===== src/rtl/exec_muldiv_ctrl_pkg.sv =====
// Shared constants for the execute-stage multiply/divide sequencer:
// operation encodings, FSM state encodings and the default datapath width.
package exec_md_pkg;

  localparam int MD_WIDTH = 32;

  localparam logic [1:0] MD_MULT  = 2'b00;
  localparam logic [1:0] MD_MULTU = 2'b01;
  localparam logic [1:0] MD_DIV   = 2'b10;
  localparam logic [1:0] MD_DIVU  = 2'b11;

  localparam logic [1:0] S_IDLE = 2'd0;
  localparam logic [1:0] S_CALC = 2'd1;
  localparam logic [1:0] S_FIX  = 2'd2;
  localparam logic [1:0] S_DONE = 2'd3;

endpackage


===== src/rtl/exec_muldiv_ctrl_if.sv =====
// Execute-stage <-> mul/div sequencer signals. Handshake: the pipeline holds start
// with its operands until a cycle where stall is low; done pulses once when HI/LO update.
interface exec_muldiv_ctrl_if #(parameter int WIDTH = 32);
  logic             start;
  logic [1:0]       md_op;
  logic [WIDTH-1:0] src_a;
  logic [WIDTH-1:0] src_b;
  logic             flush;
  logic             hi_we;
  logic             lo_we;
  logic [WIDTH-1:0] wdata;
  logic             stall;
  logic             busy;
  logic             done;
  logic [WIDTH-1:0] hi;
  logic [WIDTH-1:0] lo;
  logic [1:0]       dbg_state;

  modport master (
    output start, md_op, src_a, src_b, flush, hi_we, lo_we, wdata,
    input  stall, busy, done, hi, lo, dbg_state
  );

  modport slave (
    input  start, md_op, src_a, src_b, flush, hi_we, lo_we, wdata,
    output stall, busy, done, hi, lo, dbg_state
  );
endinterface


===== src/rtl/exec_muldiv_ctrl_md_iter.sv =====
// One iteration of the shared shift/add (multiply) or restoring shift/subtract
// (divide) datapath. Accumulator layout: {upper half, lower half}.
module md_iter #(
  parameter int WIDTH = 32,
  parameter int CW    = 5
) (
  input  logic               i_is_div,
  input  logic [2*WIDTH-1:0] i_acc,
  input  logic [WIDTH-1:0]   i_opb,
  input  logic [CW-1:0]      i_cnt,
  output logic [2*WIDTH-1:0] o_acc,
  output logic [CW-1:0]      o_cnt
);

  logic [WIDTH:0] w_sum;
  logic [WIDTH:0] w_trial;
  logic [WIDTH:0] w_diff;
  logic           w_no_borrow;

  assign w_sum   = {1'b0, i_acc[2*WIDTH-1:WIDTH]} + (i_acc[0] ? {1'b0, i_opb} : '0);
  assign w_trial = {i_acc[2*WIDTH-1:WIDTH], i_acc[WIDTH-1]};
  assign w_diff  = w_trial - {1'b0, i_opb};
  // The partial remainder stays below the divisor, so bit WIDTH of the difference is a clean borrow flag.
  assign w_no_borrow = ~w_diff[WIDTH];

  always_comb begin
    o_acc = '0;
    if (i_is_div) begin
      o_acc = {(w_no_borrow ? w_diff[WIDTH-1:0] : w_trial[WIDTH-1:0]),
               i_acc[WIDTH-2:0], w_no_borrow};
    end else begin
      o_acc = {w_sum, i_acc[WIDTH-1:1]};
    end
  end

  assign o_cnt = i_cnt - CW'(1);

endmodule


===== src/rtl/exec_muldiv_ctrl.sv =====
// Multi-cycle MULT/MULTU/DIV/DIVU sequencer owning HI/LO; stalls the pipeline
// until the result is committed and also services MTHI/MTLO.
module exec_muldiv_ctrl
  import exec_md_pkg::*;
#(
  parameter int WIDTH = MD_WIDTH
) (
  input logic               clk,
  input logic               rst_n,
  exec_muldiv_ctrl_if.slave md
);

  localparam int CW = $clog2(WIDTH);

  logic [1:0]         r_state;
  logic               r_is_div;
  logic               r_neg_q;
  logic               r_neg_r;
  logic [2*WIDTH-1:0] r_acc;
  logic [WIDTH-1:0]   r_opb;
  logic [CW-1:0]      r_cnt;
  logic [WIDTH-1:0]   r_hi;
  logic [WIDTH-1:0]   r_lo;
  logic               r_busy;
  logic               r_done;

  logic               w_signed;
  logic               w_a_neg;
  logic               w_b_neg;
  logic [WIDTH-1:0]   w_abs_a;
  logic [WIDTH-1:0]   w_abs_b;
  logic               w_start_go;
  logic               w_div0;
  logic [2*WIDTH-1:0] w_acc_nxt;
  logic [CW-1:0]      w_cnt_nxt;
  logic [2*WIDTH-1:0] w_prod;
  logic [WIDTH-1:0]   w_q_raw;
  logic [WIDTH-1:0]   w_r_raw;
  logic [WIDTH-1:0]   w_quot;
  logic [WIDTH-1:0]   w_rem;
  logic [WIDTH-1:0]   w_fix_hi;
  logic [WIDTH-1:0]   w_fix_lo;

  assign w_signed   = ~md.md_op[0];
  assign w_a_neg    = w_signed & md.src_a[WIDTH-1];
  assign w_b_neg    = w_signed & md.src_b[WIDTH-1];
  assign w_abs_a    = w_a_neg ? -md.src_a : md.src_a;
  assign w_abs_b    = w_b_neg ? -md.src_b : md.src_b;
  assign w_start_go = (r_state == S_IDLE) & md.start & ~md.flush;
  assign w_div0     = w_start_go & md.md_op[1] & (md.src_b == '0);

  md_iter #(.WIDTH(WIDTH), .CW(CW)) u_iter (
    .i_is_div (r_is_div),
    .i_acc    (r_acc),
    .i_opb    (r_opb),
    .i_cnt    (r_cnt),
    .o_acc    (w_acc_nxt),
    .o_cnt    (w_cnt_nxt)
  );

  // Magnitudes were iterated; restore signs. Remainder follows the dividend.
  assign w_prod   = r_neg_q ? -r_acc : r_acc;
  assign w_q_raw  = r_acc[WIDTH-1:0];
  assign w_r_raw  = r_acc[2*WIDTH-1:WIDTH];
  assign w_quot   = r_neg_q ? -w_q_raw : w_q_raw;
  assign w_rem    = r_neg_r ? -w_r_raw : w_r_raw;
  assign w_fix_hi = r_is_div ? w_rem  : w_prod[2*WIDTH-1:WIDTH];
  assign w_fix_lo = r_is_div ? w_quot : w_prod[WIDTH-1:0];

  always_ff @(posedge clk) begin
    if (!rst_n) begin
      r_state  <= S_IDLE;
      r_is_div <= 1'b0;
      r_neg_q  <= 1'b0;
      r_neg_r  <= 1'b0;
      r_acc    <= '0;
      r_opb    <= '0;
      r_cnt    <= '0;
      r_hi     <= '0;
      r_lo     <= '0;
      r_busy   <= 1'b0;
      r_done   <= 1'b0;
    end else begin
      r_done <= 1'b0;
      case (r_state)
        S_IDLE: begin
          if (md.hi_we) r_hi <= md.wdata;
          if (md.lo_we) r_lo <= md.wdata;
          if (w_start_go) begin
            r_is_div <= md.md_op[1];
            r_neg_q  <= w_a_neg ^ w_b_neg;
            r_neg_r  <= w_a_neg;
            r_acc    <= {{WIDTH{1'b0}}, w_abs_a};
            r_opb    <= w_abs_b;
            r_cnt    <= CW'(WIDTH - 1);
            r_busy   <= 1'b1;
            if (w_div0) begin
              r_hi    <= md.src_a;
              r_lo    <= '1;
              r_state <= S_DONE;
              r_done  <= 1'b1;
            end else begin
              r_state <= S_CALC;
            end
          end
        end
        S_CALC: begin
          if (md.flush) begin
            r_state <= S_IDLE;
            r_busy  <= 1'b0;
          end else begin
            r_acc <= w_acc_nxt;
            if (r_cnt == '0) begin
              r_state <= S_FIX;
            end else begin
              r_cnt <= w_cnt_nxt;
            end
          end
        end
        S_FIX: begin
          if (md.flush) begin
            r_state <= S_IDLE;
            r_busy  <= 1'b0;
          end else begin
            r_hi    <= w_fix_hi;
            r_lo    <= w_fix_lo;
            r_state <= S_DONE;
            r_done  <= 1'b1;
          end
        end
        default: begin
          r_state <= S_IDLE;
          r_busy  <= 1'b0;
        end
      endcase
    end
  end

  // Released in DONE so the held instruction retires in the same cycle done pulses.
  assign md.stall     = w_start_go | (r_busy & (r_state != S_DONE));
  assign md.busy      = r_busy;
  assign md.done      = r_done;
  assign md.hi        = r_hi;
  assign md.lo        = r_lo;
  assign md.dbg_state = r_state;

endmodule


===== src/flat_wrapper.sv =====
// flat-port wrapper written by rule: the top's interface ports become plain ports
module exec_muldiv_ctrl_flat import exec_md_pkg::*;
#(
  parameter int WIDTH = MD_WIDTH
)
  (clk, rst_n, md_start, md_md_op, md_src_a, md_src_b, md_flush, md_hi_we, md_lo_we, md_wdata, md_stall, md_busy, md_done, md_hi, md_lo, md_dbg_state);
  exec_muldiv_ctrl_if #(.WIDTH(WIDTH)) md_i ();
  input logic clk;
  input logic rst_n;
  input wire logic [$bits(md_i.start)-1:0] md_start;
  input wire logic [$bits(md_i.md_op)-1:0] md_md_op;
  input wire logic [$bits(md_i.src_a)-1:0] md_src_a;
  input wire logic [$bits(md_i.src_b)-1:0] md_src_b;
  input wire logic [$bits(md_i.flush)-1:0] md_flush;
  input wire logic [$bits(md_i.hi_we)-1:0] md_hi_we;
  input wire logic [$bits(md_i.lo_we)-1:0] md_lo_we;
  input wire logic [$bits(md_i.wdata)-1:0] md_wdata;
  output wire logic [$bits(md_i.stall)-1:0] md_stall;
  output wire logic [$bits(md_i.busy)-1:0] md_busy;
  output wire logic [$bits(md_i.done)-1:0] md_done;
  output wire logic [$bits(md_i.hi)-1:0] md_hi;
  output wire logic [$bits(md_i.lo)-1:0] md_lo;
  output wire logic [$bits(md_i.dbg_state)-1:0] md_dbg_state;
  assign md_i.start = md_start;
  assign md_i.md_op = md_md_op;
  assign md_i.src_a = md_src_a;
  assign md_i.src_b = md_src_b;
  assign md_i.flush = md_flush;
  assign md_i.hi_we = md_hi_we;
  assign md_i.lo_we = md_lo_we;
  assign md_i.wdata = md_wdata;
  assign md_stall = md_i.stall;
  assign md_busy = md_i.busy;
  assign md_done = md_i.done;
  assign md_hi = md_i.hi;
  assign md_lo = md_i.lo;
  assign md_dbg_state = md_i.dbg_state;
  exec_muldiv_ctrl #(.WIDTH(WIDTH)) u_core (.clk(clk), .rst_n(rst_n), .md(md_i));
endmodule

===== config.mk =====
export PLATFORM = sky130hd
export DESIGN_NAME = exec_muldiv_ctrl_flat
export DESIGN_NICKNAME = d
export VERILOG_FILES = /design/src/rtl/exec_muldiv_ctrl_pkg.sv /design/src/rtl/exec_muldiv_ctrl_if.sv /design/src/rtl/exec_muldiv_ctrl_md_iter.sv /design/src/rtl/exec_muldiv_ctrl.sv /design/src/flat_wrapper.sv
export SDC_FILE = /design/constraint.sdc
export NUM_CORES = 1
export LEC_CHECK = 0
export ABC_AREA = 1
export CORE_AREA = 4 4 207 209
export DETAILED_ROUTE_END_ITERATION = 8
export DIE_AREA = 0 0 211 213
export PLACE_DENSITY = 0.71
export SYNTH_ARGS = -nofsm -noshare
export SYNTH_HDL_FRONTEND = slang
export SYNTH_SLANG_ARGS = --single-unit

===== constraint.sdc =====
create_clock -name clk -period 2.7 [get_ports clk]
set_clock_uncertainty 0.2 [all_clocks]
set_input_delay 0.405 -clock clk [delete_from_list [all_inputs] [get_ports clk]]
set_output_delay 0.405 -clock clk [all_outputs]
set_load 0.01 [all_outputs]

==> qor.txt, run 1 <==
dpl hpwl: 63400 µm
Clock transition at path regs: 0.08 ns
crit path cell chain: buf_8, bufbuf_16, nand2_1, inv_2, ha_4, a21oi_2, o21ai_1, nor2_1, nor2_1, nor2_2, nand3_1, nand2_1, nor2_2, buf_4, nor2_2, nand2_1, a21oi_1
met2 Resource Use GR: 0.474
# clock sinks: 172
# rows: 74
synth cell count leaders: nand2_1, inv_1, o21ai_0
max-slew violation total from the final report: 0
gr usage total: 0.341
initial antenna violation count: 6
fraction of registers with async set/reset: 0
Inserted Clock Buffers: 17
FF+latch area: 3480 µm²
Slew @ Worst Pin: 0.836 ns
P per Cell Area: 572 nW/µm²
Critical Path Fanout Max: 12
Mapped Nets: 3478
drt drc: 0
critical path startpoint category: flip-flop
Largest stage delay, worst path: 0.36 ns
slowest CP cell: dfxtp_4
Final ANT Viol Nets: 0
Sw Pwr: 6.58 mW
Main synth FF type: dfxtp_1
fill cell count: 3933
CTS tree: yes
leakage power: 12.1 nW
part of the power in registers: 0.259
CTS root buf: clkbuf_16
core area: 40800 µm²
Via density: 5.62
area of the multi-input gates: 13800 µm²
RR Endpoint: u_core.r_acc[59]
Die ar.: 44900 µm²
CP required: 2.90 ns
Synth area leader: dfxtp_1
port bufs: 172
status: complete, but fails checks
drt pass-1 iters: 6
internal power: 7.70 mW
Hold-fix buffers, CTS: 0
clock buffer depth: 2
Post-Syn Area: 18300 µm²
Die Height: 213 µm
share of the synthesized area in the top cell type: 0.188
first-pass GRT wire length: 120000 µm
minimum clock period: 2.73 ns
Post-synth EDFFs: 0
global route overflow: 0
Worst-Skew Late Latency: 0.46 ns
WHS Path Cells: 3
WP buf/inv: 4
num ports: 173
Fmax achieved: 367 MHz
Layout Nets: 3880
largest net degree at the start of global routing: 67
die width: 211 µm
Seq cells post-synth: 172
HP Class: input port to flip-flop
library cells used by synthesis: 51
critical path class: flip-flop to flip-flop
r2r setup slk: -0.03 ns
DR WL/cell: 19.3 µm
switching share of power: 0.461
clock share of power: 0.186
Hold Fails Final Rpt: 0
RSZ-0062 raised after global routing: yes
Util after Layout: 0.611
layout cells sized above 1: 0.198
Slew HR: 0.437
Detailed Route Iter0 Violations: 3218
WHS Endpoint: u_core.r_acc[27]
Comb power frac: 0.555
HP Start: rst_n
Post-Synthesis Cells: 3298
top-count cell post-synth: nand2_1
smallest setup slack after layout: -0.0254 ns
# setup viols final: 3
max cap viols: 0
CP top delay family: simple AND/OR/NAND/NOR gates
worst reg2reg path depth: 17
post-synthesis area per instance: 5.55 µm²
Worst Path Arrival: 2.92 ns
CP Capture Type: flip-flop
gr busiest metal: met1
H-tree depth: 4
number of global-route vias before repair: 20618
Initial Util: 0.448
Area Overhead vs Synth: 36.3%
DR vias: 23879
final worst path period share: 1.01
worst vdd ir: 0.518 mV
met1 global-route usage: 0.511
Setup TNS: -0.0504 ns
sequential area share after synthesis: 0.188
Area contributors post-synth: dfxtp_1, nand2_1, inv_1
failing checks: negative setup slack
Crit Reg-Reg Startpoint: u_core.r_acc[0]
grt met3 use: 0.0904
Ys Warns: 0
Final Wtd Congestion: 1.04
final wirelength: 81800 µm
Design Power: 14.3 mW
-- what timing repair did --
item	CTS	global route
pin swaps	3	80
buffers inserted	1	14
setup endpoints to repair	19	47
gates cloned	2	4
resized for setup	35	290
endpoints found under the hold margin	0	0
-- flip-flops by register name, summed over array words and instances, names as in the netlist --
name                 flops
u_core.r_acc            64
u_core.md.hi            32
u_core.md.lo            32
u_core.r_opb            32
u_core.r_cnt             5
u_core.md.dbg_state      2
u_core.md.busy           1
u_core.md.done           1
u_core.r_is_div          1
u_core.r_neg_q           1
u_core.r_neg_r           1
-- cell type report --
type                            instances  area share
Tap cell                              532      0.0267
Clock inverter                         15     0.00718
Sequential cell                       172       0.140
Clock buffer                           17      0.0171
Timing Repair Buffer                  519       0.187
Antenna cell                            2    0.000201
Multi-Input combinational cell       2524       0.552
Inverter                              466      0.0704
-- stage by stage --
stage	setup slack, ns	std cells	hold slack, ns	area, µm²
floorplan	0.138	3298	0.231	18300
global placement	-0.165	4192	0.249	22800
detailed placement	-0.127	4192	0.251	22800
CTS	-0.0176	4227	0.165	23600
global route	-0.135	4246	0.196	24900
finish	-0.0254	4247	0.193	24900
-- logic make-up after synthesis --
| group | after synthesis | share of synthesized area |
|---|---|---|
| and+or+nand+nor | 1642 | 0.380 |
| AOI/OAI and AO/OA | 728 | 0.211 |
| buffers and inverters | 604 | 0.127 |
| DFF | 172 | 0.188 |
| adders and majority gates | 76 | 0.0528 |
| xor gates and xnor gates | 42 | 0.0201 |
| muxes | 34 | 0.0207 |
-- power by group through the flow --
stage	Clock, mW	Sequential (mW)	Combinational, mW
6_report	2.66	3.70	7.92
5_1_grt	2.75	3.74	8.60
4_1_cts	2.65	3.66	7.46
3_5_place_dp	0	3.70	7.36
3_3_place_gp	0	3.71	7.33
2_1_floorplan	0	3.71	4.19
-- worst max-delay path by stage --
stage / slack [ns] / end / cells after the start / start
after floorplan: 0.14 / u_core.r_acc[35] / 18 / u_core.r_acc[31]
after global placement: -0.16 / u_core.r_acc[49] / 17 / u_core.r_acc[0]
after detailed placement: -0.13 / u_core.r_acc[49] / 17 / u_core.r_acc[0]
after CTS: -0.02 / u_core.r_acc[58] / 14 / u_core.r_acc[0]
after global routing: -0.14 / u_core.r_acc[59] / 17 / u_core.r_acc[0]
final: -0.03 / u_core.r_acc[59] / 17 / u_core.r_acc[0]
-- worst min-delay path, delay by kind of cell --
family          cells  cell delay, ns
compound gates      2            0.16
buf+inv             1            0.24
-- cell usage in the layout, fill, tap and decap left out, drive strengths merged, types with 3 or more instances in the layout --
cell type and n:
o221ai 6, and2 3, a31oi 34, a21o 7, nand4 37, o211ai 14
clkdlybuf4s50 171, o21ai 335, nor4 7, clkbuf 19, nand3b 12, nand3 316
or2 8, nor2 316, xnor2 12, clkinv 4, ha 74, mux2i 3
a21oi 306, inv 470, clkinvlp 5, buf 345, mux2 31, xor2 30
dfxtp 172, o21bai 14, nor3 34, nand2 907, o31ai 3, and3 3
-- metal layers --
layer / part of all wire / wire length (µm) / up-vias
li1: - / - / 11593
met1: 0.43 / 34800 / 10734
met2: 0.41 / 33300 / 1390
met3: 0.13 / 10900 / 160
met4: 0.034 / 2800 / 2
met5: 0.00013 / 11 / -
Note: power is estimated with default switching activity, not from simulation.
==> run 2, diff against run 1 <==
--- a/config.mk
+++ b/config.mk
@@ -10,6 +10,7 @@
 export DETAILED_ROUTE_END_ITERATION = 8
 export DIE_AREA = 0 0 211 213
 export PLACE_DENSITY = 0.71
+export SETUP_SLACK_MARGIN = 0.02
 export SYNTH_ARGS = -nofsm -noshare
 export SYNTH_HDL_FRONTEND = slang
 export SYNTH_SLANG_ARGS = --single-unit
==> qor.txt, run 2 (synthesis results as in run 1) <==
num ports: 173 (unchanged)
Fmax achieved: 371 MHz (+1.2%)
DR WL/cell: 19.2 µm (-0.43%)
drt pass-1 iters: 7 (+1)
internal power: 7.67 mW (-0.33%)
CP Capture Type: flip-flop
Sw Pwr: 6.55 mW (-0.45%)
Die ar.: 44900 µm² (unchanged)
Worst-Skew Late Latency: 0.46 ns (about the same)
commonest non-fill, non-tap cells in the layout: nand2_1, inv_1, buf_4
non-filler instance count after layout: 4242 (-0.12%)
dpl ws: -0.127 ns (unchanged)
# clock sinks: 172 (unchanged)
Comb power frac: 0.553 (-0.002)
number of flip-flops in the largest register: 64 (unchanged)
leakage power: 12.0 nW (-1.2%)
layout cells sized above 1: 0.184 (-0.0135)
Die Height: 213 µm (unchanged)
area of placed instances: 22800 µm² (unchanged)
Initial Util: 0.448 (unchanged)
P per Cell Area: 577 nW/µm² (+0.87%)
r2r setup slk: 0.006 ns (+0.03 ns)
critical path startpoint category: flip-flop
gr usage total: 0.341 (about the same)
max cap viols: 0 (unchanged)
largest net degree at the start of global routing: 67 (unchanged)
Largest stage delay, worst path: 0.38 ns (+0.02 ns)
RSZ-0062 raised after global routing: yes
part of the power in registers: 0.260 (about the same)
drt drc: 0 (unchanged)
post-route cell area: 24600 µm² (-1.2%)
switching share of power: 0.461 (about the same)
final wirelength: 81400 µm (-0.55%)
Slew HR: 0.476 (+0.0389)
Slew @ Worst Pin: 0.778 ns (-0.0578 ns)
# setup viols final: 0 (-3)
core area: 40800 µm² (unchanged)
CTS root buf: clkbuf_16
max-slew violation total from the final report: 0 (unchanged)
crit-path most repeated cell: nand2_1
leading cell type in the layout, fill and taps excluded: nand2_1
Inserted Clock Buffers: 17 (unchanged)
die width: 211 µm (unchanged)
Util after Layout: 0.603 (-0.00760)
Clock transition at path regs: 0.08 ns (about the same)
Design Power: 14.2 mW (-0.39%)
final worst path period share: 0.998 (-0.0116)
clock buffer depth: 2 (unchanged)
Final Wtd Congestion: 1.04 (unchanged)
placed cells: 4192 (unchanged)
Detailed Route Iter0 Violations: 3348 (+4.0%)
initial antenna violation count: 5 (-1)
Worst Path Arrival: 2.88 ns (-0.04 ns)
Final ANT Viol Nets: 0 (unchanged)
slowest CP cell: dfxtp_4
port bufs: 172 (unchanged)
critical path class: flip-flop to flip-flop
Critical Path Fanout Max: 6 (-6)
clock share of power: 0.187 (about the same)
crit path cell chain: buf_12, clkbuf_16, nand2_1, inv_1, ha_4, a21o_1, a31oi_2, nand2_1, nor2_1, nand3_1, nand2_1, nor2_2, buf_4, nor2_1, nand2_1, a21oi_1
number of global-route vias before repair: 20628 (+0.049%)
WHS: 0.189 ns (-0.00415 ns)
DR vias: 23715 (-0.69%)
first-pass GRT wire length: 120000 µm (about the same)
CP required: 2.89 ns (about the same)
H-tree depth: 4 (unchanged)
Via density: 5.59 (-0.57%)
smallest setup slack after layout: 0.00582 ns (+0.0312 ns)
status: complete, no violations
largest reg by FF count: u_core.r_acc
Hold Fails Final Rpt: 0 (unchanged)
CTS tree: yes
Area Overhead vs Synth: 34.6%
dpl hpwl: 63400 µm (unchanged)
Layout Nets: 3876 (-0.10%)
Setup TNS: 0 ns (+0.0504 ns)
worst vdd ir: 0.505 mV (-2.4%)
# rows: 74 (unchanged)
HP Class: input port to flip-flop
minimum clock period: 2.69 ns (-0.0312 ns)
global route overflow: 0 (unchanged)
Hold-fix buffers, CTS: 0 (unchanged)
-- run 2: changes by cell type in the layout (fill, tap and decap cells not counted), sizes merged --
cell and change:
buf -2, bufbuf -1, diode -1, nand2 -1
-- run 2: metal layers --
layer	vias to the layer above	part of all wire	GRT usage
met2	1324	0.40	0.474
met5	-	0.00014	0
met1	10663	0.43	0.511
li1	11571	-	-
met4	2	0.032	0.101
met3	155	0.13	0.0896
-- run 2: final timing paths --
kind | start | to | cells past startpoint
worst min-delay path | rst_n | u_core.r_acc[13] | 3
worst max-delay path | u_core.r_acc[0] | u_core.r_acc[59] | 16
worst max register to register | u_core.r_acc[0] | u_core.r_acc[59] | 16
worst min register to register | u_core.r_cnt[0] | u_core.r_cnt[0] | 1
-- run 2: cell type report --
type	count	area, µm²
tap	532	666
multi-input combinational	2523	13500
timing repair buffer	516	4620
clock buffer	17	425
sequential	172	3480
clock inverter	15	179
inverter	466	1760
antenna	1	2.50
fill	3994	16200
-- run 2: critical path, delay by kind of cell, from the launching register on --
family,cells,cell delay [ns]
fa+ha+maj,1,0.24
compound gates,3,0.52
buf+inv,4,0.53
simple gates,8,0.76
flops,1,0.38
-- run 2: what timing repair did --
action | in CTS | in global routing
buffers inserted | 1 | 11
pin swaps | 12 | 56
resized for setup | 59 | 190
setup endpoints to repair | 20 | 49
cloned | 2 | 3
-- run 2: power by group through the flow --
| stage | clock network [mW] | logic (mW) | registers, mW |
|---|---|---|---|
| floorplan | 0 | 4.19 | 3.71 |
| detailed placement | 0 | 7.36 | 3.70 |
| global placement | 0 | 7.33 | 3.71 |
| global route | 2.75 | 8.54 | 3.74 |
| CTS | 2.65 | 7.46 | 3.66 |
| finish | 2.66 | 7.86 | 3.70 |
